### config.mk
export PLATFORM = sky130hd
export DESIGN_NAME = obi_sram_arbiter_flat
export DESIGN_NICKNAME = d
export VERILOG_FILES = /design/src/rtl/obi_sram_arbiter_if.sv /design/src/rtl/obi_sram_arbiter.sv /design/src/flat_wrapper.sv
export SDC_FILE = /design/constraint.sdc
export NUM_CORES = 1
export LEC_CHECK = 0
export BUFFER_PORTS_ARGS = -buffer_cell sky130_fd_sc_hd__buf_4
export CORE_AREA = 2 2 123 125
export CTS_CLUSTER_SIZE = 28
export DETAILED_ROUTE_END_ITERATION = 8
export DIE_AREA = 0 0 125 127
export GPL_TIMING_DRIVEN = 0
export PLACE_DENSITY = 0.52
export SYNTH_ARGS = -nofsm -noshare
export SYNTH_HDL_FRONTEND = slang
export SYNTH_SLANG_ARGS = --single-unit
### constraint.sdc
create_clock -name clk_i -period 2.08 [get_ports clk_i]
set_input_delay 0.208 -clock clk_i [delete_from_list [all_inputs] [get_ports clk_i]]
set_output_delay 0.208 -clock clk_i [all_outputs]
set_load 0.01 [all_outputs]
### src/rtl/obi_sram_arbiter_if.sv
// obi_sram_arbiter_if: bundle of the manager-side and subordinate-side OBI
// signals around obi_sram_arbiter.
//   mgr_*_i / mgr_*_o : NumMgr managers, packed slice k belongs to manager k
//   sbr_*_o / sbr_*_i : single zero-wait SRAM subordinate
// Modports:
//   slave  : the arbiter's view (it serves the managers, drives the SRAM)
//   master : the environment's view (managers plus SRAM model)
interface obi_sram_arbiter_if #(
    parameter int unsigned NumMgr    = 2,
    parameter int unsigned AddrWidth = 32,
    parameter int unsigned DataWidth = 32,
    parameter int unsigned BeWidth   = DataWidth / 8
);
    // Manager side
    logic [NumMgr-1:0]           mgr_req_i;
    logic [NumMgr*AddrWidth-1:0] mgr_addr_i;
    logic [NumMgr-1:0]           mgr_we_i;
    logic [NumMgr*BeWidth-1:0]   mgr_be_i;
    logic [NumMgr*DataWidth-1:0] mgr_wdata_i;
    logic [NumMgr-1:0]           mgr_gnt_o;
    logic [NumMgr-1:0]           mgr_rvalid_o;
    logic [NumMgr*DataWidth-1:0] mgr_rdata_o;
    logic [NumMgr-1:0]           mgr_err_o;

    // Subordinate side
    logic                 sbr_req_o;
    logic [AddrWidth-1:0] sbr_addr_o;
    logic                 sbr_we_o;
    logic [BeWidth-1:0]   sbr_be_o;
    logic [DataWidth-1:0] sbr_wdata_o;
    logic                 sbr_gnt_i;
    logic                 sbr_rvalid_i;
    logic [DataWidth-1:0] sbr_rdata_i;
    logic                 sbr_err_i;

    modport slave (
        input  mgr_req_i, mgr_addr_i, mgr_we_i, mgr_be_i, mgr_wdata_i,
        output mgr_gnt_o, mgr_rvalid_o, mgr_rdata_o, mgr_err_o,
        output sbr_req_o, sbr_addr_o, sbr_we_o, sbr_be_o, sbr_wdata_o,
        input  sbr_gnt_i, sbr_rvalid_i, sbr_rdata_i, sbr_err_i
    );

    modport master (
        output mgr_req_i, mgr_addr_i, mgr_we_i, mgr_be_i, mgr_wdata_i,
        input  mgr_gnt_o, mgr_rvalid_o, mgr_rdata_o, mgr_err_o,
        input  sbr_req_o, sbr_addr_o, sbr_we_o, sbr_be_o, sbr_wdata_o,
        output sbr_gnt_i, sbr_rvalid_i, sbr_rdata_i, sbr_err_i
    );
endinterface

### src/rtl/obi_sram_arbiter.sv
// obi_sram_arbiter: round-robin arbiter sharing one OBI SRAM subordinate
// between NumMgr OBI managers. Granted transactions are recorded in an
// in-order ID FIFO (depth MaxTrans) so each response is routed back to the
// manager that issued it. Grant and response routing are combinational.
// Ports:
//   clk_i          : clock
//   rst_i          : synchronous reset, active high
//   bus            : obi_sram_arbiter_if.slave, manager and SRAM signals
//   spurious_rsp_o : pulse when a response arrives with nothing outstanding
module obi_sram_arbiter #(
    parameter int unsigned NumMgr    = 2,
    parameter int unsigned MaxTrans  = 2,
    parameter int unsigned AddrWidth = 32,
    parameter int unsigned DataWidth = 32,
    parameter int unsigned BeWidth   = DataWidth / 8
) (
    input  logic                    clk_i,
    input  logic                    rst_i,
    obi_sram_arbiter_if.slave       bus,
    output logic                    spurious_rsp_o
);
    localparam int unsigned IdWidth  = (NumMgr > 1) ? $clog2(NumMgr) : 1;
    localparam int unsigned PtrWidth = (MaxTrans > 1) ? $clog2(MaxTrans) : 1;
    localparam int unsigned CntWidth = $clog2(MaxTrans + 1);

    logic [IdWidth-1:0]  rr_ptr_q, rr_ptr_d;
    logic                lock_vld_q, lock_vld_d;
    logic [IdWidth-1:0]  lock_id_q, lock_id_d;
    logic [IdWidth-1:0]  fifo_q [MaxTrans];
    logic [PtrWidth-1:0] wr_ptr_q, wr_ptr_d;
    logic [PtrWidth-1:0] rd_ptr_q, rd_ptr_d;
    logic [CntWidth-1:0] count_q, count_d;

    logic [IdWidth-1:0]  winner;
    logic                found;
    int unsigned         scan_idx;
    logic                stall;
    logic                req_any;
    logic                sbr_req;
    logic                handshake;
    logic                pop;

    // Winner selection: locked manager, else first requester from rr_ptr
    always_comb begin
        winner   = rr_ptr_q;
        found    = 1'b0;
        scan_idx = 0;
        if (lock_vld_q) begin
            winner = lock_id_q;
        end else begin
            for (int unsigned i = 0; i < NumMgr; i++) begin
                scan_idx = (32'(rr_ptr_q) + i) % NumMgr;
                if (!found && bus.mgr_req_i[IdWidth'(scan_idx)]) begin
                    found  = 1'b1;
                    winner = IdWidth'(scan_idx);
                end
            end
        end
    end

    // Request / handshake qualification; a full FIFO blocks grants even if
    // a response pops in the same cycle, keeping the count path simple.
    always_comb begin
        stall     = (count_q == CntWidth'(MaxTrans));
        req_any   = lock_vld_q ? bus.mgr_req_i[winner] : (|bus.mgr_req_i);
        sbr_req   = req_any & ~stall & ~rst_i;
        handshake = sbr_req & bus.sbr_gnt_i;
        pop       = bus.sbr_rvalid_i & (count_q != '0) & ~rst_i;
    end

    // Subordinate-side request and payload mux
    always_comb begin
        bus.sbr_req_o   = sbr_req;
        bus.sbr_addr_o  = bus.mgr_addr_i[32'(winner) * AddrWidth +: AddrWidth];
        bus.sbr_we_o    = bus.mgr_we_i[winner];
        bus.sbr_be_o    = bus.mgr_be_i[32'(winner) * BeWidth +: BeWidth];
        bus.sbr_wdata_o = bus.mgr_wdata_i[32'(winner) * DataWidth +: DataWidth];
    end

    // Manager-side grant and response routing (response goes to FIFO head)
    always_comb begin
        bus.mgr_gnt_o    = handshake ? (NumMgr'(1) << winner) : '0;
        bus.mgr_rvalid_o = pop ? (NumMgr'(1) << fifo_q[rd_ptr_q]) : '0;
        bus.mgr_rdata_o  = {NumMgr{bus.sbr_rdata_i}};
        bus.mgr_err_o    = {NumMgr{bus.sbr_err_i}};
        spurious_rsp_o   = bus.sbr_rvalid_i & (count_q == '0) & ~rst_i;
    end

    // Next state: round-robin pointer, stall lock, FIFO pointers and count
    always_comb begin
        rr_ptr_d   = rr_ptr_q;
        lock_vld_d = lock_vld_q;
        lock_id_d  = lock_id_q;
        wr_ptr_d   = wr_ptr_q;
        rd_ptr_d   = rd_ptr_q;
        count_d    = count_q;

        if (handshake) begin
            rr_ptr_d   = (winner == IdWidth'(NumMgr - 1)) ? '0 : winner + IdWidth'(1);
            lock_vld_d = 1'b0;
            wr_ptr_d   = (wr_ptr_q == PtrWidth'(MaxTrans - 1)) ? '0 : wr_ptr_q + PtrWidth'(1);
        end else if (sbr_req) begin
            // Subordinate stalled: pin the winner so the payload stays stable
            lock_vld_d = 1'b1;
            lock_id_d  = winner;
        end

        if (pop) begin
            rd_ptr_d = (rd_ptr_q == PtrWidth'(MaxTrans - 1)) ? '0 : rd_ptr_q + PtrWidth'(1);
        end

        if (handshake && !pop) begin
            count_d = count_q + CntWidth'(1);
        end else if (!handshake && pop) begin
            count_d = count_q - CntWidth'(1);
        end
    end

    // State registers; FIFO storage needs no reset since count gates reads
    always_ff @(posedge clk_i) begin
        if (rst_i) begin
            rr_ptr_q   <= '0;
            lock_vld_q <= 1'b0;
            lock_id_q  <= '0;
            wr_ptr_q   <= '0;
            rd_ptr_q   <= '0;
            count_q    <= '0;
        end else begin
            rr_ptr_q   <= rr_ptr_d;
            lock_vld_q <= lock_vld_d;
            lock_id_q  <= lock_id_d;
            wr_ptr_q   <= wr_ptr_d;
            rd_ptr_q   <= rd_ptr_d;
            count_q    <= count_d;
            if (handshake) begin
                fifo_q[wr_ptr_q] <= winner;
            end
        end
    end
endmodule

### src/flat_wrapper.sv
// flat-port wrapper written by rule: the top's interface ports become plain ports
module obi_sram_arbiter_flat 
#(
    parameter int unsigned NumMgr    = 2,
    parameter int unsigned MaxTrans  = 2,
    parameter int unsigned AddrWidth = 32,
    parameter int unsigned DataWidth = 32,
    parameter int unsigned BeWidth   = DataWidth / 8
)
  (clk_i, rst_i, spurious_rsp_o, bus_mgr_req_i, bus_mgr_addr_i, bus_mgr_we_i, bus_mgr_be_i, bus_mgr_wdata_i, bus_mgr_gnt_o, bus_mgr_rvalid_o, bus_mgr_rdata_o, bus_mgr_err_o, bus_sbr_req_o, bus_sbr_addr_o, bus_sbr_we_o, bus_sbr_be_o, bus_sbr_wdata_o, bus_sbr_gnt_i, bus_sbr_rvalid_i, bus_sbr_rdata_i, bus_sbr_err_i);
  obi_sram_arbiter_if #(.NumMgr(NumMgr), .AddrWidth(AddrWidth), .DataWidth(DataWidth), .BeWidth(BeWidth)) bus_i ();
  input  logic clk_i;
  input  logic rst_i;
  output logic spurious_rsp_o;
  input wire logic [$bits(bus_i.mgr_req_i)-1:0] bus_mgr_req_i;
  input wire logic [$bits(bus_i.mgr_addr_i)-1:0] bus_mgr_addr_i;
  input wire logic [$bits(bus_i.mgr_we_i)-1:0] bus_mgr_we_i;
  input wire logic [$bits(bus_i.mgr_be_i)-1:0] bus_mgr_be_i;
  input wire logic [$bits(bus_i.mgr_wdata_i)-1:0] bus_mgr_wdata_i;
  output wire logic [$bits(bus_i.mgr_gnt_o)-1:0] bus_mgr_gnt_o;
  output wire logic [$bits(bus_i.mgr_rvalid_o)-1:0] bus_mgr_rvalid_o;
  output wire logic [$bits(bus_i.mgr_rdata_o)-1:0] bus_mgr_rdata_o;
  output wire logic [$bits(bus_i.mgr_err_o)-1:0] bus_mgr_err_o;
  output wire logic [$bits(bus_i.sbr_req_o)-1:0] bus_sbr_req_o;
  output wire logic [$bits(bus_i.sbr_addr_o)-1:0] bus_sbr_addr_o;
  output wire logic [$bits(bus_i.sbr_we_o)-1:0] bus_sbr_we_o;
  output wire logic [$bits(bus_i.sbr_be_o)-1:0] bus_sbr_be_o;
  output wire logic [$bits(bus_i.sbr_wdata_o)-1:0] bus_sbr_wdata_o;
  input wire logic [$bits(bus_i.sbr_gnt_i)-1:0] bus_sbr_gnt_i;
  input wire logic [$bits(bus_i.sbr_rvalid_i)-1:0] bus_sbr_rvalid_i;
  input wire logic [$bits(bus_i.sbr_rdata_i)-1:0] bus_sbr_rdata_i;
  input wire logic [$bits(bus_i.sbr_err_i)-1:0] bus_sbr_err_i;
  assign bus_i.mgr_req_i = bus_mgr_req_i;
  assign bus_i.mgr_addr_i = bus_mgr_addr_i;
  assign bus_i.mgr_we_i = bus_mgr_we_i;
  assign bus_i.mgr_be_i = bus_mgr_be_i;
  assign bus_i.mgr_wdata_i = bus_mgr_wdata_i;
  assign bus_mgr_gnt_o = bus_i.mgr_gnt_o;
  assign bus_mgr_rvalid_o = bus_i.mgr_rvalid_o;
  assign bus_mgr_rdata_o = bus_i.mgr_rdata_o;
  assign bus_mgr_err_o = bus_i.mgr_err_o;
  assign bus_sbr_req_o = bus_i.sbr_req_o;
  assign bus_sbr_addr_o = bus_i.sbr_addr_o;
  assign bus_sbr_we_o = bus_i.sbr_we_o;
  assign bus_sbr_be_o = bus_i.sbr_be_o;
  assign bus_sbr_wdata_o = bus_i.sbr_wdata_o;
  assign bus_i.sbr_gnt_i = bus_sbr_gnt_i;
  assign bus_i.sbr_rvalid_i = bus_sbr_rvalid_i;
  assign bus_i.sbr_rdata_i = bus_sbr_rdata_i;
  assign bus_i.sbr_err_i = bus_sbr_err_i;
  obi_sram_arbiter #(.NumMgr(NumMgr), .MaxTrans(MaxTrans), .AddrWidth(AddrWidth), .DataWidth(DataWidth), .BeWidth(BeWidth)) u_core (.clk_i(clk_i), .rst_i(rst_i), .bus(bus_i), .spurious_rsp_o(spurious_rsp_o));
endmodule
; After elaboration in Yosys (flattened, before gate mapping)
; Memories as Yosys holds them, arrays and structs flattened. A register that Yosys moved wholly into a read port is not among the register bits.
; Index checks and enable logic that the tools add are counted.
[totals]
mem_bits_rw = 2
word_cells = 69
input_bits = 177
n_memories = 1
reg_bits = 7
[mem_list]
columns = name, words, word_bits, rd, rd_ports_with_merged_regs, wr, line_no
row1 = u_core.fifo_q, 2, 1, 1, 1, 1, obi_sram_arbiter.sv:29  ; logic [IdWidth-1:0] fifo_q [MaxTrans];
[classes]
magnitude_cmp = 3
addsub = 6
muxes = 25
eq_ne = 1
shifts = 5
n_bitwise = 10
reduce_logical = 12
[ops]
columns = op, count
row1 = indexed part select 64 x 7 -> 32 bit, 2
row2 = 2-to-1 mux 1 bit, 21
row3 = 2-to-1 mux 2 bit, 4
row4 = indexed part select 8 x 4 -> 4 bit, 1
row5 = AND 1 bit, 7
row6 = < comparator 1 x 2 -> 1 bit (second input constant), 3
row7 = adder 1 bit (second input constant), 4
row8 = nonzero test 2 bit, 2
row9 = OR reduction 2 bit, 2
row10 = left shift 1 x 1 -> 2 bit (first input constant), 2
row11 = logical AND 1 bit, 3
row12 = zero test 1 bit, 3
row13 = NOT 1 bit, 3
row14 = adder 2 x 1 -> 2 bit (second input constant), 1
row15 = equality test 2 bit (second input constant), 1
row16 = zero test 2 bit, 1
row17 = AND reduction 2 bit, 1
row18 = subtractor 2 x 1 -> 2 bit (second input constant), 1

; Depth between registers and ports, before layout
[depth]
depth_word = 18
depth_mapped = 9

; Least setup slack after synthesis
; Ideal clock, no wire load.
[synth_path]
kind = register to register
start = register u_core.count_q[0]
end = register u_core.count_q[1]
path_buffers = 0
arrival_time_ps = 1840
period_less_slack_ps = 1911
stages_incl_launch_ff = 9
setup_time_ps = 71
setup_slack_ps = 169
cell_sequence = dfxtp_1 > nor2b_1 > a2111o_1 > clkinv_2 > nand2_2 > inv_1 > ha_1 > or3_1 > a21oi_1
[synth_via]
elab_chain_cells = 8
[synth_rtl]
columns = item, line_no
row1 = "start, declared", obi_sram_arbiter.sv:32  ; logic [CntWidth-1:0] count_q, count_d;
row2 = "start signal, assigned", obi_sram_arbiter.sv:134  ; count_q <= count_d;
row3 = equality test 2 bit (*), obi_sram_arbiter.sv:64  ; stall = (count_q == CntWidth'(MaxTrans));
row4 = NOT 1 bit (*), obi_sram_arbiter.sv:66  ; sbr_req = req_any & ~stall & ~rst_i;
row5 = AND 1 bit (*) (2 in a row), obi_sram_arbiter.sv:66
row6 = named net bus_sbr_req_o, flat_wrapper.sv:24  ; output wire logic [$bits(bus_i.sbr_req_o)-1:0] bus_sbr_req_o;
row7 = AND 1 bit (*), obi_sram_arbiter.sv:67  ; handshake = sbr_req & bus.sbr_gnt_i;
row8 = named net u_core.handshake, obi_sram_arbiter.sv:40  ; logic handshake;
row9 = zero test 1 bit, obi_sram_arbiter.sv:114  ; end else if (!handshake && pop) begin
row10 = logical AND 1 bit, obi_sram_arbiter.sv:114
row11 = nonzero test 2 bit (no source line), --
; Mark *: on every way through the listed nets, which the timed path passes. The rest lies on a longest branch. The select of a mux whose other input is x is not followed.
; A chain may end at the register's enable or synchronous reset.

; Final worst setup path
[layout_path]
start = register u_core.lock_vld_q
end = output port bus_sbr_wdata_o[24]
[layout_via]
elab_chain_cells = 2
[layout_rtl]
columns = item, line_no
row1 = "start, declared", obi_sram_arbiter.sv:27  ; logic lock_vld_q, lock_vld_d;
row2 = "start signal, assigned", obi_sram_arbiter.sv:130  ; lock_vld_q <= lock_vld_d;
row3 = 2-to-1 mux 1 bit, obi_sram_arbiter.sv:48  ; if (lock_vld_q) begin
row4 = indexed part select 64 x 7 -> 32 bit, obi_sram_arbiter.sv:77  ; bus.sbr_wdata_o = bus.mgr_wdata_i[32'(winner) * DataWidth +: DataWidth];
row5 = "end, declared", flat_wrapper.sv:28  ; output wire logic [$bits(bus_i.sbr_wdata_o)-1:0] bus_sbr_wdata_o;
; No other way between the ends.

==> results.txt <==
----------------------------------------------------
[Status]
  Result of the run ... finished, final reports clean

[Layout]
  Top library cells by usage in the layout, fill and taps aside ... buf_4, mux2_2, nor2_1
  Final std cells w/o fill ... 669
  Syn-to-layout area delta ... 134%
  Antenna diode count ... 0
  Fraction of final layout cells with drive strength greater than 1 ... 88.9%
  Final net count ... 664
  Commonest non-fill, non-tap cell in the layout ... buf_4
  Post-route cell area ... 0.00432 mm^2

[Pwr]
  Combinational group share of total power ... 69.4%
  PwrDens ... 443 mW/mm^2
  Cell-internal power ... 1.29 mW
  Sw Share ... 32.4%
  Fraction of power consumed by the clock network ... 17.7%
  Power dissipated by switching net loads ... 0.619 mW
  Sequential share of power ... 12.9%
  VDD IR max ... 0.000296 V
  Leakage power ... 2.26 nW

[Route]
  Routed wire per std cell ... 14.3 um
  Via-to-Cell Ratio ... 3.56
  Starting DRC count in detailed routing ... 59
  Number of DRC violations after detailed routing ... 0
  Detailed-router iteration count before antenna repair ... 4
  Via Count ... 2384
  Number of nets with antenna violations after routing ... 0
  Aggregate routed wire length ... 9560 um

[GRT]
  Overall global routing resource usage ... 10.6%
  Global-route wire length before repair ... 13400 um
  Antenna violations before repair ... 0
  Sum of overflow across all layers after global routing ... 0
  Vias in the first global route ... 2459
  Maximum number of pins on one net before global-route repair ... 12

[Clock network]
  CTS tree ... built
  Clock Sink Count ... 10
  CTS clock-pin slew for the worst setup and hold paths ... 40 ps
  Deepest level of the CTS H-tree ... 1
  Maximum buffer depth of the clock tree ... 2
  Number of clock buffers inserted by TritonCTS ... 3
  Clock root buffer ... clkbuf_16
  Clk_lat worst skew ... 230 ps

[STA]
  Max-slew violations ... 0
  Unrepaired setup endpoints after global routing ... no
  Setup violators final ... 0
  Top achievable clock speed ... 496 MHz
  Final clock skew ... 0.272 ps
  Measured slew at the worst slew-check pin ... 688 ps
  Setup WS post-layout ... 63.6 ps
  Tmin final ... 2020 ps
  Total count of hold-check failures in the final report ... 0
  Final clock period utilization by the worst path ... 96.9%
  Relative slew margins ... 53.7%

[Floorplanning]
  Full die area ... 0.0159 mm^2
  Top-level I/O count ... 318
  Cell row count ... 44
  Core region area ... 0.0144 mm^2
  Initial core utilization ... 12.8%
  DIE HEIGHT ... 127 um
  Die Span X ... 125 um

[Setup path]
  Critical Path Start Type ... register
  Crit path DAT ... 1810 ps
  Levels on crit path ... 5
  Worst reg2reg endpoint ... u_core.count_q[1]
  Worst setup path class ... register to output port
  Cell family contributing the most delay on the critical path ... buffers and inverters
  Critical path cell sequence ... o31a_2 > inv_8 > buf_6 > mux2_2 > buf_4
  Required @ worst endpoint ... 1870 ps
  Worst reg2reg setup slack ... 110 ps
  WP buf/inv ... 3
  Crit path max-delay cell type ... o31a_2
  Start of the worst register-to-register path ... u_core.lock_id_q
  Count of cells along the worst register-to-register path ... 8
  Endpoint class of the critical path ... output port
  Maximum net fanout on the critical path ... 10
  Highest cell delay on the worst timing path ... 420 ps

[Placed design]
  Final GP Congestion ... 0.746
  Number of placed instances, taps included ... 663
  Detail Placement HPWL ... 8630 um
  Placed cell areas ... 0.00420 mm^2
  Post-Place Worst Slack ... -7.61 ps
  I/O Buffers ... 283

[Worst hold path]
  Worst Hold Launch ... bus_sbr_gnt_i
  Worst hold path endpoint ... u_core.lock_vld_q
  Class of the tightest hold or removal check ... primary input to register
  Cell count of the worst hold path ... 3

[Synth]
  Share of the yosys chip area belonging to registers ... 11.9%
  Number of distinct standard cells referenced by the synthesized netlist ... 28
  Avg Inst Size Synth ... 9.42 um^2
  Summed instance area of the synthesized netlist ... 0.00185 mm^2
  Synth warn ... 0
  Cell count after synthesis ... 196
  Post-synthesis sequential element count ... 10
  Nets in the synthesized netlist ... 374

[Job]
  Max-cap violation count ... 0

----------------------------------------------------
-- worst max-delay path by stage --
| stage | start | endpoint | slack [ps] |
|---|---|---|---|
| 2_1_floorplan | u_core.count_q[0] | u_core.count_q[1] | 170 |
| 3_3_place_gp | u_core.count_q[0] | u_core.count_q[1] | 60 |
| 3_5_place_dp | u_core.count_q[0] | u_core.count_q[1] | -8 |
| 4_1_cts | u_core.rr_ptr_q | bus_sbr_wdata_o[24] | 3 |
| 5_1_grt | u_core.rr_ptr_q | bus_sbr_wdata_o[24] | 7 |
| 6_report | u_core.lock_vld_q | bus_sbr_wdata_o[24] | 60 |
-- synthesized netlist by cell type --
master	n	area (um^2)
inv_4	1	6.26
nor2b_1	3	18.8
mux2_1	7	78.8
a21oi_1	3	15.0
nor3_1	1	5.00
o21ai_0	3	15.0
ha_1	1	12.5
a2111o_1	1	11.3
nand2_2	1	6.26
edfxtp_1	2	60.1
clkbuf_1	1	3.75
inv_1	4	15.0
clkinv_2	1	5.00
buf_4	66	495
mux2i_1	3	30.0
nor2_1	9	33.8
and3_1	1	6.26
or3_1	1	6.26
a311oi_2	1	15.0
o211a_1	1	10.0
o31a_2	1	10.0
buf_6	7	78.8
nor3b_1	1	7.51
o211ai_1	1	7.51
dfxtp_1	8	160
nand2_1	2	7.51
xor2_1	3	26.3
mux2_2	62	698
-- worst min-delay path, delay by kind of cell --
family	cells	cell delay, ps
buf+inv	1	100
compound gates	1	130
simple gates	1	80
-- sequential cells by signal, summed over array words and instances, names as in the netlist, named ones only --
name / cells
u_core.count_q: 2
u_core.fifo_q: 2
u_core.lock_id_q: 1
u_core.lock_vld_q: 1
u_core.rd_ptr_q: 1
u_core.rr_ptr_q: 1
u_core.wr_ptr_q: 1
-- routing by layer --
layer  GRT usage [%]  wire [um]  part of all wire [%]
met1            11.5       3390                    35
met5               0          0                     0
met3            2.64        729                   7.6
met2            20.7       5340                    56
met4            2.16        100                   1.0
-- layout make-up --
class                   instances  area, um^2
multi-input cells             106        1040
repair buffers                285        2140
flip-flops and latches         10         223
clock buffers                   3        75.1
inverters                       6        32.5
fillers                      1578       10100
clock inverters                 1        3.75
well taps                     184         230
plain buffers                  74         578
-- power groups by stage --
stage               sequential, mW  combinational, mW  clock [mW]
global placement             0.245               1.32           0
global route                 0.249               1.42       0.358
floorplan                    0.242              0.649           0
finish                       0.246               1.33       0.340
detailed placement           0.248               1.33           0
CTS                          0.246               1.34       0.346
-- kinds of logic (layout without fill, tap and decap cells) --
group,Yosys count,after routing,share of synthesized area [%]
AOI/OAI and AO/OA,11,11,4.54
xor gates and xnor gates,3,3,1.42
adders and majority gates,1,1,0.678
buffers and inverters,80,369,32.7
DFF,10,10,11.9
muxes,72,72,43.7
and+or+nand+nor,19,19,4.95
-- through the flow --
stage / hold WS (ps) / setup TNS (ps) / total power [mW] / utilization (%)
CTS: 326 / 0 / 1.93 / 29.7
floorplan: 420 / 0 / 0.891 / -
global placement: 467 / 0 / 1.56 / 29.1
global route: 333 / 0 / 2.02 / 30.0
finish: 328 / 0 / 1.91 / 30.0
detailed placement: 476 / -7.61 / 1.57 / 29.1
-- what timing repair did --
item,4_1_cts,5_1_grt
pin swaps,0,3
setup buffers,0,2
resized for setup,4,3
hold buffers,0,0
endpoints found under the setup margin,33,55
(Power assumes the default switching activity.)
